--- src/rtl/dmem_arb_pkg.sv ---
// Shared types and constants for the data-memory arbiter.
package dmem_arb_pkg;

   typedef enum logic [1:0] {
      IDLE   = 2'd0,
      ACCESS = 2'd1,
      RESP   = 2'd2
   } state_t;

   localparam logic REQ_CPU = 1'b0;
   localparam logic REQ_DBG = 1'b1;
   localparam int   BE_NONE = 0;

endpackage

--- src/rtl/dmem_arb_select.sv ---
// Winner selection for the two requesters, plus the aging counter and
// last-winner history that steer it.
module dmem_arb_select
   import dmem_arb_pkg::*;
#(
   parameter int RR_MODE  = 0,
   parameter int MAX_WAIT = 8
)(
   input  logic clk,
   input  logic rst,
   input  logic i_cpu_req,
   input  logic i_dbg_req,
   input  logic i_idle,
   output logic o_winner,
   output logic o_grant
);

   logic [7:0] r_age_cnt;
   logic       r_last_winner;
   logic       w_aged;
   logic       w_both;

   assign w_both  = i_cpu_req & i_dbg_req;
   assign w_aged  = (r_age_cnt == 8'(MAX_WAIT));
   assign o_grant = i_idle & (i_cpu_req | i_dbg_req);

   always_comb begin
      o_winner = REQ_CPU;
      if (w_both) begin
         if (RR_MODE != 0) begin
            o_winner = ~r_last_winner;
         end else begin
            o_winner = w_aged ? REQ_DBG : REQ_CPU;
         end
      end else if (i_dbg_req) begin
         o_winner = REQ_DBG;
      end
   end

   // Aging only advances on an arbitration the debug port actually lost.
   always_ff @(posedge clk) begin
      if (rst) begin
         r_age_cnt     <= '0;
         r_last_winner <= REQ_DBG;
      end else begin
         if (o_grant) begin
            r_last_winner <= o_winner;
         end
         if (!i_dbg_req || (o_grant && (o_winner == REQ_DBG))) begin
            r_age_cnt <= '0;
         end else if (o_grant && !w_aged) begin
            r_age_cnt <= r_age_cnt + 8'd1;
         end
      end
   end

endmodule

--- src/rtl/dmem_arbiter.sv ---
// Shares one single-port data RAM between the CPU memory stage and the
// debug/loader port; one access at a time, RAM-side signals registered.
module dmem_arbiter
   import dmem_arb_pkg::*;
#(
   parameter int ADDR_W   = 32,
   parameter int DATA_W   = 32,
   parameter int RR_MODE  = 0,
   parameter int MAX_WAIT = 8
)(
   input  logic                  clk,
   input  logic                  rst,
   input  logic                  cpu_req,
   input  logic                  cpu_wen,
   input  logic [ADDR_W-1:0]     cpu_addr,
   input  logic [DATA_W-1:0]     cpu_wdata,
   input  logic [DATA_W/8-1:0]   cpu_be,
   output logic                  cpu_gnt,
   output logic                  cpu_rvalid,
   output logic [DATA_W-1:0]     cpu_rdata,
   input  logic                  dbg_req,
   input  logic                  dbg_wen,
   input  logic [ADDR_W-1:0]     dbg_addr,
   input  logic [DATA_W-1:0]     dbg_wdata,
   input  logic [DATA_W/8-1:0]   dbg_be,
   output logic                  dbg_gnt,
   output logic                  dbg_rvalid,
   output logic [DATA_W-1:0]     dbg_rdata,
   output logic [ADDR_W-1:0]     mem_addr,
   output logic                  mem_wen,
   output logic [DATA_W/8-1:0]   mem_be,
   output logic [DATA_W-1:0]     mem_wdata,
   input  logic [DATA_W-1:0]     mem_rdata,
   output logic                  busy
);

   localparam int BE_W = DATA_W / 8;

   state_t              r_state;
   state_t              w_state_next;
   logic                r_owner;
   logic                r_cpu_gnt;
   logic                r_dbg_gnt;
   logic [ADDR_W-1:0]   r_mem_addr;
   logic                r_mem_wen;
   logic [BE_W-1:0]     r_mem_be;
   logic [DATA_W-1:0]   r_mem_wdata;
   logic                w_winner;
   logic                w_grant;
   logic                w_resp;
   logic                w_sel_wen;
   logic [ADDR_W-1:0]   w_sel_addr;
   logic [DATA_W-1:0]   w_sel_wdata;
   logic [BE_W-1:0]     w_sel_be;

   dmem_arb_select #(
      .RR_MODE  (RR_MODE),
      .MAX_WAIT (MAX_WAIT)
   ) u_sel (
      .clk       (clk),
      .rst       (rst),
      .i_cpu_req (cpu_req),
      .i_dbg_req (dbg_req),
      .i_idle    (r_state == IDLE),
      .o_winner  (w_winner),
      .o_grant   (w_grant)
   );

   assign w_sel_wen   = (w_winner == REQ_DBG) ? dbg_wen   : cpu_wen;
   assign w_sel_addr  = (w_winner == REQ_DBG) ? dbg_addr  : cpu_addr;
   assign w_sel_wdata = (w_winner == REQ_DBG) ? dbg_wdata : cpu_wdata;
   assign w_sel_be    = (w_winner == REQ_DBG) ? dbg_be    : cpu_be;

   always_ff @(posedge clk) begin
      if (rst) begin
         r_state <= IDLE;
      end else begin
         r_state <= w_state_next;
      end
   end

   // A registered write strobe in ACCESS means the access is a store.
   always_comb begin
      w_state_next = r_state;
      case (r_state)
         IDLE:    if (w_grant) w_state_next = ACCESS;
         ACCESS:  w_state_next = r_mem_wen ? IDLE : RESP;
         RESP:    w_state_next = IDLE;
         default: w_state_next = IDLE;
      endcase
   end

   always_ff @(posedge clk) begin
      if (rst) begin
         r_owner     <= REQ_CPU;
         r_cpu_gnt   <= 1'b0;
         r_dbg_gnt   <= 1'b0;
         r_mem_addr  <= '0;
         r_mem_wen   <= 1'b0;
         r_mem_be    <= BE_W'(BE_NONE);
         r_mem_wdata <= '0;
      end else begin
         r_cpu_gnt <= 1'b0;
         r_dbg_gnt <= 1'b0;
         if (w_grant) begin
            r_owner    <= w_winner;
            r_cpu_gnt  <= (w_winner == REQ_CPU);
            r_dbg_gnt  <= (w_winner == REQ_DBG);
            r_mem_addr <= w_sel_addr;
            r_mem_wen  <= w_sel_wen;
            r_mem_be   <= w_sel_wen ? w_sel_be : BE_W'(BE_NONE);
            if (w_sel_wen) begin
               r_mem_wdata <= w_sel_wdata;
            end
         end else if (r_state == ACCESS) begin
            r_mem_wen <= 1'b0;
            r_mem_be  <= BE_W'(BE_NONE);
         end
      end
   end

   assign w_resp     = (r_state == RESP);
   assign cpu_rvalid = w_resp & (r_owner == REQ_CPU);
   assign dbg_rvalid = w_resp & (r_owner == REQ_DBG);
   assign cpu_rdata  = cpu_rvalid ? mem_rdata : '0;
   assign dbg_rdata  = dbg_rvalid ? mem_rdata : '0;

   assign cpu_gnt   = r_cpu_gnt;
   assign dbg_gnt   = r_dbg_gnt;
   assign mem_addr  = r_mem_addr;
   assign mem_wen   = r_mem_wen;
   assign mem_be    = r_mem_be;
   assign mem_wdata = r_mem_wdata;
   assign busy      = (r_state != IDLE);

endmodule

--- config.mk ---
export PLATFORM = sky130hd
export DESIGN_NAME = dmem_arbiter
export DESIGN_NICKNAME = d
export VERILOG_FILES = /design/src/rtl/dmem_arb_pkg.sv /design/src/rtl/dmem_arb_select.sv /design/src/rtl/dmem_arbiter.sv
export SDC_FILE = /design/constraint.sdc
export NUM_CORES = 1
export LEC_CHECK = 0
export CAP_MARGIN = 0
export CORE_ASPECT_RATIO = 0.5
export CORE_MARGIN = 8
export CORE_UTILIZATION = 38
export DETAILED_ROUTE_END_ITERATION = 7
export GPL_ROUTABILITY_DRIVEN = 0
export GPL_TIMING_DRIVEN = 0
export PLACE_DENSITY_LB_ADDON = 0.3
export SYNTH_ARGS = -nofsm -noshare
export SYNTH_HDL_FRONTEND = slang
export SYNTH_HIERARCHICAL = 1
export SYNTH_SLANG_ARGS = --single-unit
--- constraint.sdc ---
create_clock -name clk -period 6.7 [get_ports clk]
set_input_delay 1.005 -clock clk [delete_from_list [all_inputs] [get_ports clk]]
set_output_delay 1.005 -clock clk [all_outputs]
set_load 0.02 [all_outputs]
# Yosys cells after proc, flatten, opt, wreduce, memory -nomap -nowiden
# Index checks and enable logic that the tools add are counted.
[op_classes]
addsub = 1
n_eq_ne = 4
muxes = 17
n_bitwise = 8
reduce_logical = 11
[ops]
columns = ["operator", "count"]
rows = [
  ["32-bit two-way mux", 4],
  ["4-bit two-way mux", 4],
  ["8-bit by 1-bit adder with 8-bit output, second input constant", 1],
  ["8-bit by 4-bit == test with 1-bit output, second input constant", 1],
  ["1-bit two-way mux", 6],
  ["1-bit bitwise AND", 4],
  ["2-bit two-way mux", 2],
  ["2-bit case mux with 2 select lines", 1],
  ["2-bit nonzero test", 2],
  ["2-bit OR reduction", 2],
  ["1-bit NOT", 3],
  ["2-bit by 1-bit == test with 1-bit output, second input constant", 1],
  ["2-bit == test, second input constant", 1],
  ["1-bit logical AND", 2],
  ["1-bit logical NOT", 2],
  ["2-bit logical NOT", 1],
  ["2-bit inequality test, second input constant", 1],
  ["2-bit AND reduction", 1],
  ["1-bit logical OR", 1],
  ["1-bit bitwise OR", 1],
]
[word_totals]
regBits = 82
out_inout_bits = 138
word_cells = 50

# Longest topological paths before layout
# Gate-level depths: netlist (run 1).
[logic_depth]
ltp_word = 6
mapped_depth = 11
depth_no_buf = 8

# By module
# The synthesis (run 1) kept the hierarchy.
[by_module_without_submodules]
columns = ["mod", "instances", "cells_per_inst", "area_each_um2", "seq_area_each_um2"]
rows = [
  ["dmem_arbiter", 1, 400, 3827.4, 1481.4],
  ["dmem_arb_select", 1, 48, 454.2, 160.2],
]

# Worst setup path before layout (run 1)
# Ideal clock, no wire load.
[synth_path]
kind = "input -> register"
start = "input port cpu_req"
end = "register r_mem_wdata[10] (netlist: mem_wdata[10])"
setup_ns = 0.081
arrival_ns = 2.470
t_required_ns = 6.619
slack_ns = 4.149
path_stages = 8
n_path_buf = 3
cell_sequence = "a21boi_2 > and2b_2 > buf_6 > mux2_4 > and2_1 > buf_2 > buf_6 > a211oi_2"
[synth_via]
elab_chain_len = 4
[synth_rtl]
columns = ["element", "line", "text"]
rows = [
  ["start, declared", "dmem_arbiter.sv:13", "input logic cpu_req,"],
  ["1-bit bitwise AND *", "dmem_arb_select.sv:23", "assign w_both = i_cpu_req & i_dbg_req;"],
  ["1-bit two-way mux *", "dmem_arb_select.sv:29", "if (w_both) begin"],
  ["named net w_winner", "dmem_arbiter.sv:48", "logic w_winner;"],
  ["1-bit two-way mux", "dmem_arbiter.sv:69", "assign w_sel_wen = (w_winner == REQ_DBG) ? dbg_wen : cpu_wen;"],
  ["2-bit AND reduction (no line)", "--", ""],
  ["end signal, assigned", "dmem_arbiter.sv:113", "r_mem_wdata <= w_sel_wdata;"],
  ["end, declared", "dmem_arbiter.sv:47", "logic [DATA_W-1:0] r_mem_wdata;"],
]
# The timed path passes the listed nets; every way through them passes the cells marked *.
# A chain may end at the register's enable or synchronous reset.

# Worst setup path in the final report (run 1)
[layout_path]
start = "register r_state[1]"
end = "output port cpu_rdata[19]"
[layout_via]
elab_chain_len = 3
[layout_rtl]
columns = ["element", "line", "text"]
rows = [
  ["start, declared", "dmem_arbiter.sv:39", "state_t r_state;"],
  ["start signal, assigned", "dmem_arbiter.sv:78", "r_state <= w_state_next;"],
  ["2-bit == test", "dmem_arbiter.sv:122", "assign w_resp = (r_state == RESP);"],
  ["1-bit bitwise AND", "dmem_arbiter.sv:123", "assign cpu_rvalid = w_resp & (r_owner == REQ_CPU);"],
  ["32-bit two-way mux", "dmem_arbiter.sv:125", "assign cpu_rdata = cpu_rvalid ? mem_rdata : '0;"],
  ["end, declared", "dmem_arbiter.sv:20", "output logic [DATA_W-1:0] cpu_rdata,"],
]
# Every way passes these cells.

==> results of run 1 <==
-- placed cells by master, fill, tap and decap left out, types with 2 or more instances in the layout --
cell type	n
a211oi_1	35
a211oi_2	30
a21boi_2	2
a21oi_1	35
and2_1	65
buf_1	2
buf_2	10
buf_6	4
bufinv_16	2
clkbuf_1	24
clkbuf_16	9
clkbuf_8	3
clkdlybuf4s50_1	311
dfxtp_1	82
ha_1	2
inv_1	5
mux2i_1	69
nand2_1	5
nand2b_1	3
nand3_1	2
nor2_1	46
nor3_1	2
nor3b_1	2
o2bb2ai_1	3
xnor2_1	3
xor2_1	3
-- metal layers --
layer  GRT usage [%]  vias to the layer above  wire [um]
li1                -                     2239          -
met1           23.19                     2113       6621
met2           41.56                      170       9062
met3           6.477                       28       1110
met4           7.288                        0        435
met5               0                        -          0
-- stage by stage --
step | instances | utilization [%] | setup WS, ns | hold slack, ns | power, mW
6_report | 920 | 72.09 | 3.213 | 0.4692 | 1.691
5_1_grt | 920 | 72.09 | 2.996 | 0.4837 | 1.764
3_5_place_dp | 904 | 69.00 | 3.369 | 0.4547 | 1.154
3_3_place_gp | 904 | 69.00 | 3.422 | 0.4369 | 1.142
2_1_floorplan | 448 | - | 4.149 | 0.4766 | 0.8593
4_1_cts | 920 | 72.09 | 3.128 | 0.4710 | 1.702
-- cell type report --
class	instances	area share, %
timing repair buffer	311	39.33
buffer	40	2.434
inverter	5	0.2371
sequential	82	20.74
clock inverter	4	0.9169
multi-input combinational	321	30.68
tap	145	2.292
clock buffer	12	3.367
-- logic make-up after synthesis --
kind of cell,Yosys count
mux,70
flops,82
compound gates,110
buf+inv,45
xor+xnor,6
simple gates,133
fa+ha+maj,2
-- power breakdown --
group          total (mW)  leakage [nW]  internal, mW  switching (mW)
clock network       0.548         0.165         0.356           0.192
logic               0.567          2.08         0.287           0.280
registers           0.576         0.678         0.545          0.0308
-- worst register-to-register path, stage by stage (launching register included) --
cell      delay [ns]
dfxtp_1         0.41
inv_1           0.07
ha_1            0.20
nor4b_4         0.14
a21boi_2        0.20
and2b_2         0.24
buf_6           0.15
mux2_4          0.37
and2_1          0.17
buf_2           0.17
buf_6           0.17
a211oi_2        0.19
-- synth_stat cells --
cell	instances	share of area [%]
o21ai_4	1	0.38
nand2b_1	3	0.44
o2111a_1	1	0.26
dfxtp_1	82	38
nand3_1	2	0.23
a21oi_1	35	4.1
nor4b_4	1	0.56
and3_1	1	0.15
nand3b_1	1	0.18
a211oi_1	35	6.1
a21boi_2	2	0.53
nor3_1	2	0.23
and3b_1	1	0.20
buf_2	10	1.2
and2b_2	1	0.20
inv_1	5	0.44
o21a_1	1	0.18
o211ai_1	1	0.18
ha_1	2	0.58
o2bb2ai_1	3	0.61
buf_1	2	0.18
a311oi_1	1	0.20
mux2_4	1	0.35
mux2i_1	69	16
nor3b_1	2	0.35
xnor2_1	3	0.61
nand4_1	1	0.15
and2_1	65	9.5
buf_6	4	1.1
clkbuf_1	24	2.1
xor2_1	3	0.61
nor2_1	46	4.0
nand2_1	5	0.44
nor3b_2	1	0.29
a211oi_2	30	8.8
nor2b_1	1	0.15
-- how the worst min path moves through the flow --
| stage | to | slack [ns] | depth (start not counted) |
|---|---|---|---|
| 5_1_grt | mem_be[0]$_SDFFE_PP0P_ | 0.48 | 1 |
| 6_report | mem_be[1]$_SDFFE_PP0P_ | 0.47 | 1 |
| 4_1_cts | mem_be[1]$_SDFFE_PP0P_ | 0.47 | 1 |
| 2_1_floorplan | r_owner$_SDFFE_PP0P_ | 0.48 | 2 |
| 3_3_place_gp | r_state[1]$_SDFFE_PP0P_ | 0.44 | 1 |
| 3_5_place_dp | mem_be[1]$_SDFFE_PP0P_ | 0.45 | 1 |
-- registers in the layout, summed over array words and instances, names as in the netlist --
register,flops
cpu_gnt,1
dbg_gnt,1
mem_addr,32
mem_be,4
mem_wdata,32
mem_wen,1
r_owner,1
r_state,2
u_sel/r_age_cnt,8
==> metrics.txt, run 1 <==
worst endpoint data arrival time=2.48 ns; HP Start=mem_be[1]$_SDFFE_PP0P_; Critical Path RT=5.69 ns; Slew Viols, Final=0; GR Util All Layers=21.94%; CTS hold repair buffers=0; cell area after technology mapping=4282 um2; crit path launch=r_state[1]$_SDFFE_PP0P_; measured slew at the worst slew-check pin=0.7285 ns; port bufs=311; CTS H-tree lvls=3; CTS tree=yes; DRT antenna net count=0; DR DRC count=0; final wirelength=17.23 mm; vias in the first global route=4837; simple-gate share of the synthesized area=17.10%; Seq cells post-synth=82; post-route clock period utilization=52.04%; reg2reg path depth=11; GRT overflow=0; critical path capture point type=primary output; drt initial violations=165; Num CTS Buffers=9; largest stage delay on the critical path=0.62 ns; Buf/Inv on CP=2; Root Driver=clkbuf_16; CTS clk-pin slew, worst paths=0.06 ns; largest family of logic cells by synthesized area=compound AO/OA/AOI/OAI gates; Lkg Pwr=2.919 nW; vias=4550; Clock Skews=0.005731 ns; area of the multi-input gates=2429 um2; Slew headroom=51.43%; post-CTS setup buffer count=0; Num Clock Sinks=82; WL/cell=18.73 um; crit path time final=3.487 ns; Synth Area in XOR/XNOR=1.227%; Critical Path End=cpu_rdata[19]; complex-gate fraction of the synthesized area=21.33%; clk_lat worst skew=0.33 ns; post-synthesis adder-cell area fraction=0.5845%; cell count after synthesis=448; Ys Warns=6; syn nets=624; vias per cell=4.946; Initial Utilization=39.00%; RSZ-0062 raised after global routing=no; Area Overhead vs Synth=84.86%; Final Hold Vio Count=0; pin count of the biggest net entering global routing=14; Crit path depth=4; placement row count=27; worst reg2reg path startpoint=u_sel/r_age_cnt[0]$_SDFFE_PP0P_; fill count=806; crit path launch type=register; FF/Latch Area=1642 um2; first-pass GRT wire length=26.85 mm; Post-CTS Resized=0; crit path cell chain=nor3b_1 > clkbuf_1 > and2_1 > clkdlybuf4s50_1; die area=15130 um2; Longest Clk Path Bufs=2; Synth cell types=36; crit-path leading delay family=buffers and inverters; # nets final=946; Final Cell Area=7915 um2; die height=91.06 um; initial antenna violation count=0; io pins=312; overall die width=166.1 um; core box area=10980 um2; mux share of post-synthesis cell area=16.48%; reg2reg end=mem_wdata[27]$_SDFFE_PP0P_; fmax=286.8 MHz; setup_tns=0 ns; DP HPWL=14.20 mm; layout cells sized above 1=8.645%; status=finished, final reports clean; # setup viols final=0; total iterations of the first detailed-routing run=6; ant diodes=0; syn avg cell area=9.557 um2; Reg2Reg Setup Slack=4.15 ns; Power Dens Cells=213.7 nW/um2; CP Max Fanout=10; Seq/Total Area, Yosys=38.34%; Worst Setup Path Type=register to primary output; max-cap violations=0; Hold Path Class=register to register; Cell Area, Placed=7576 um2; peak supply drop=171.9 uV; Crit-path slowest cell=clkdlybuf4s50_1
Power figures use the tool's default switching activity.
==> run 2, diff against run 1 <==
CORE_UTILIZATION = 35   (was 38)
clock period = 3.38 ns   (was 6.7 ns; I/O delays follow)
==> run 2 against run 1 <==
Compared with the run above:
- setup slack worse by 2.8 ns
- register-to-register slack worse by 3.3 ns
- critical endpoint is now cpu_rdata[11]
- critical path type unchanged
- die area is 7.4% higher
- via count is 1.5% lower
- clock skew hardly changed
- count of clock-buffer cells in the layout is 1 lower
==> metrics.txt, run 2 (same netlist as run 1, synthesis figures left out) <==
Slew Viols, Final=0; crit path launch type=register; Sw Share=30.43%; Final Hold Vio Count=0; Critical Path RT=2.87 ns; fill count=993; Seq pwr share=35.2%; WL/cell=18.44 um; GRT overflow=0; combinational share of power=34.8%; total iterations of the first detailed-routing run=4; Area Overhead vs Synth=84.37%; final core occ=66.47%; clk_lat worst skew=0.33 ns; vias per cell=4.779; Post-CTS Resized=0; drt initial violations=120; Num Clock Sinks=82; pin count of the biggest net entering global routing=13; CTS clk-pin slew, worst paths=0.06 ns; FF/Latch Area=1642 um2; GR Util All Layers=20.47%; max-cap violations=0; pre-CTS WS=0.5667 ns; Initial Utilization=36.05%; DR DRC count=0; worst reg2reg path startpoint=u_sel/r_age_cnt[0]$_SDFFE_PP0P_; final wirelength=17.30 mm; worst endpoint data arrival time=2.47 ns; crit path launch=r_state[1]$_SDFFE_PP0P_; # setup viols final=0; setup_tns=0 ns; critical path capture point type=primary output; layout cells sized above 1=8.409%; P_int=2.251 mW; DRT antenna net count=0; Clock Skews=0.005921 ns; first-pass GRT wire length=26.00 mm; Power Dens Cells=409.9 nW/um2; CTS H-tree lvls=3; commonest non-fill, non-tap cell in the layout=clkdlybuf4s50_1; CTS hold repair buffers=0; clock power share=30.0%; crit path time final=2.976 ns; most frequent cells in the layout=311 x clkdlybuf4s50_1, 82 x dfxtp_1, 69 x mux2i_1; initial antenna violation count=0; # nets final=946; vias=4483; post-route setup slack=0.4039 ns; post-route clock period utilization=88.05%; post-CTS setup buffer count=0; DP HPWL=14.36 mm; Hold Path Class=register to register; CP Max Fanout=10; placement row count=28; port bufs=311; fmax=336.0 MHz; RSZ-0062 raised after global routing=no; Longest Clk Path Bufs=2; Worst Setup Path Type=register to primary output; HP Start=mem_wen$_SDFFE_PP0P_; measured slew at the worst slew-check pin=0.7497 ns; CTS tree=yes; vias in the first global route=4658; die area=16240 um2; status=finished, final reports clean; die height=94.21 um; Num CTS Buffers=9; area of the multi-input gates=2429 um2; io pins=312; Lkg Pwr=2.901 nW; peak supply drop=299.5 uV; Slew headroom=50.02%; Root Driver=clkbuf_16; switching power=0.9844 mW; core box area=11880 um2; ant diodes=0; overall die width=172.4 um
## run 2: power by group through the flow
stage	registers (mW)	clock network (mW)	logic, mW
6_report	1.14	0.970	1.13
3_3_place_gp	1.15	0	1.12
4_1_cts	1.14	0.985	1.14
2_1_floorplan	1.29	0	0.414
5_1_grt	1.15	1.03	1.21
3_5_place_dp	1.16	0	1.13
## run 2: metal layers
metal | up-vias | part of all wire (%) | global-route usage, %
met5 | - | 0 | 0
met4 | 0 | 0.70 | 4.134
met3 | 11 | 7.8 | 5.493
met2 | 152 | 55 | 39.58
met1 | 2080 | 37 | 22.08
li1 | 2240 | - | -
## run 2: per-stage QoR
stage	total power, mW	hold WS, ns	instances	instance area (um2)
finish	3.235	0.4496	938	7894
global placement	2.271	0.4358	924	7601
floorplan	1.703	0.4766	448	4282
detailed placement	2.291	0.4427	924	7601
global route	3.394	0.4695	938	7894
CTS	3.262	0.4495	938	7894
## run 2: worst max-delay path, cell delays in order (launching register included)
cell and delay, ns:
dfxtp_1 0.37, nor3b_1 0.58, clkbuf_1 0.35, and2_1 0.21
clkdlybuf4s50_1 0.61
## run 2: layout make-up
| type | count | share of cell area [%] |
|---|---|---|
| Inverter | 5 | 0.2378 |
| Buffer | 40 | 2.441 |
| Clock buffer | 11 | 3.202 |
| Multi-Input combinational cell | 321 | 30.77 |
| Sequential cell | 82 | 20.80 |
| Clock inverter | 3 | 0.5072 |
| Timing Repair Buffer | 311 | 39.44 |
| Tap cell | 165 | 2.615 |
## run 2: worst paths after layout
check                                     to  slack [ns]  cells past startpoint
hold / removal       r_state[1]$_SDFFE_PP0P_        0.45                      1
setup reg to reg  mem_wdata[19]$_SDFFE_PP0P_        0.81                     11
setup / recovery               cpu_rdata[11]        0.40                      4
hold reg to reg      r_state[1]$_SDFFE_PP0P_        0.45                      1
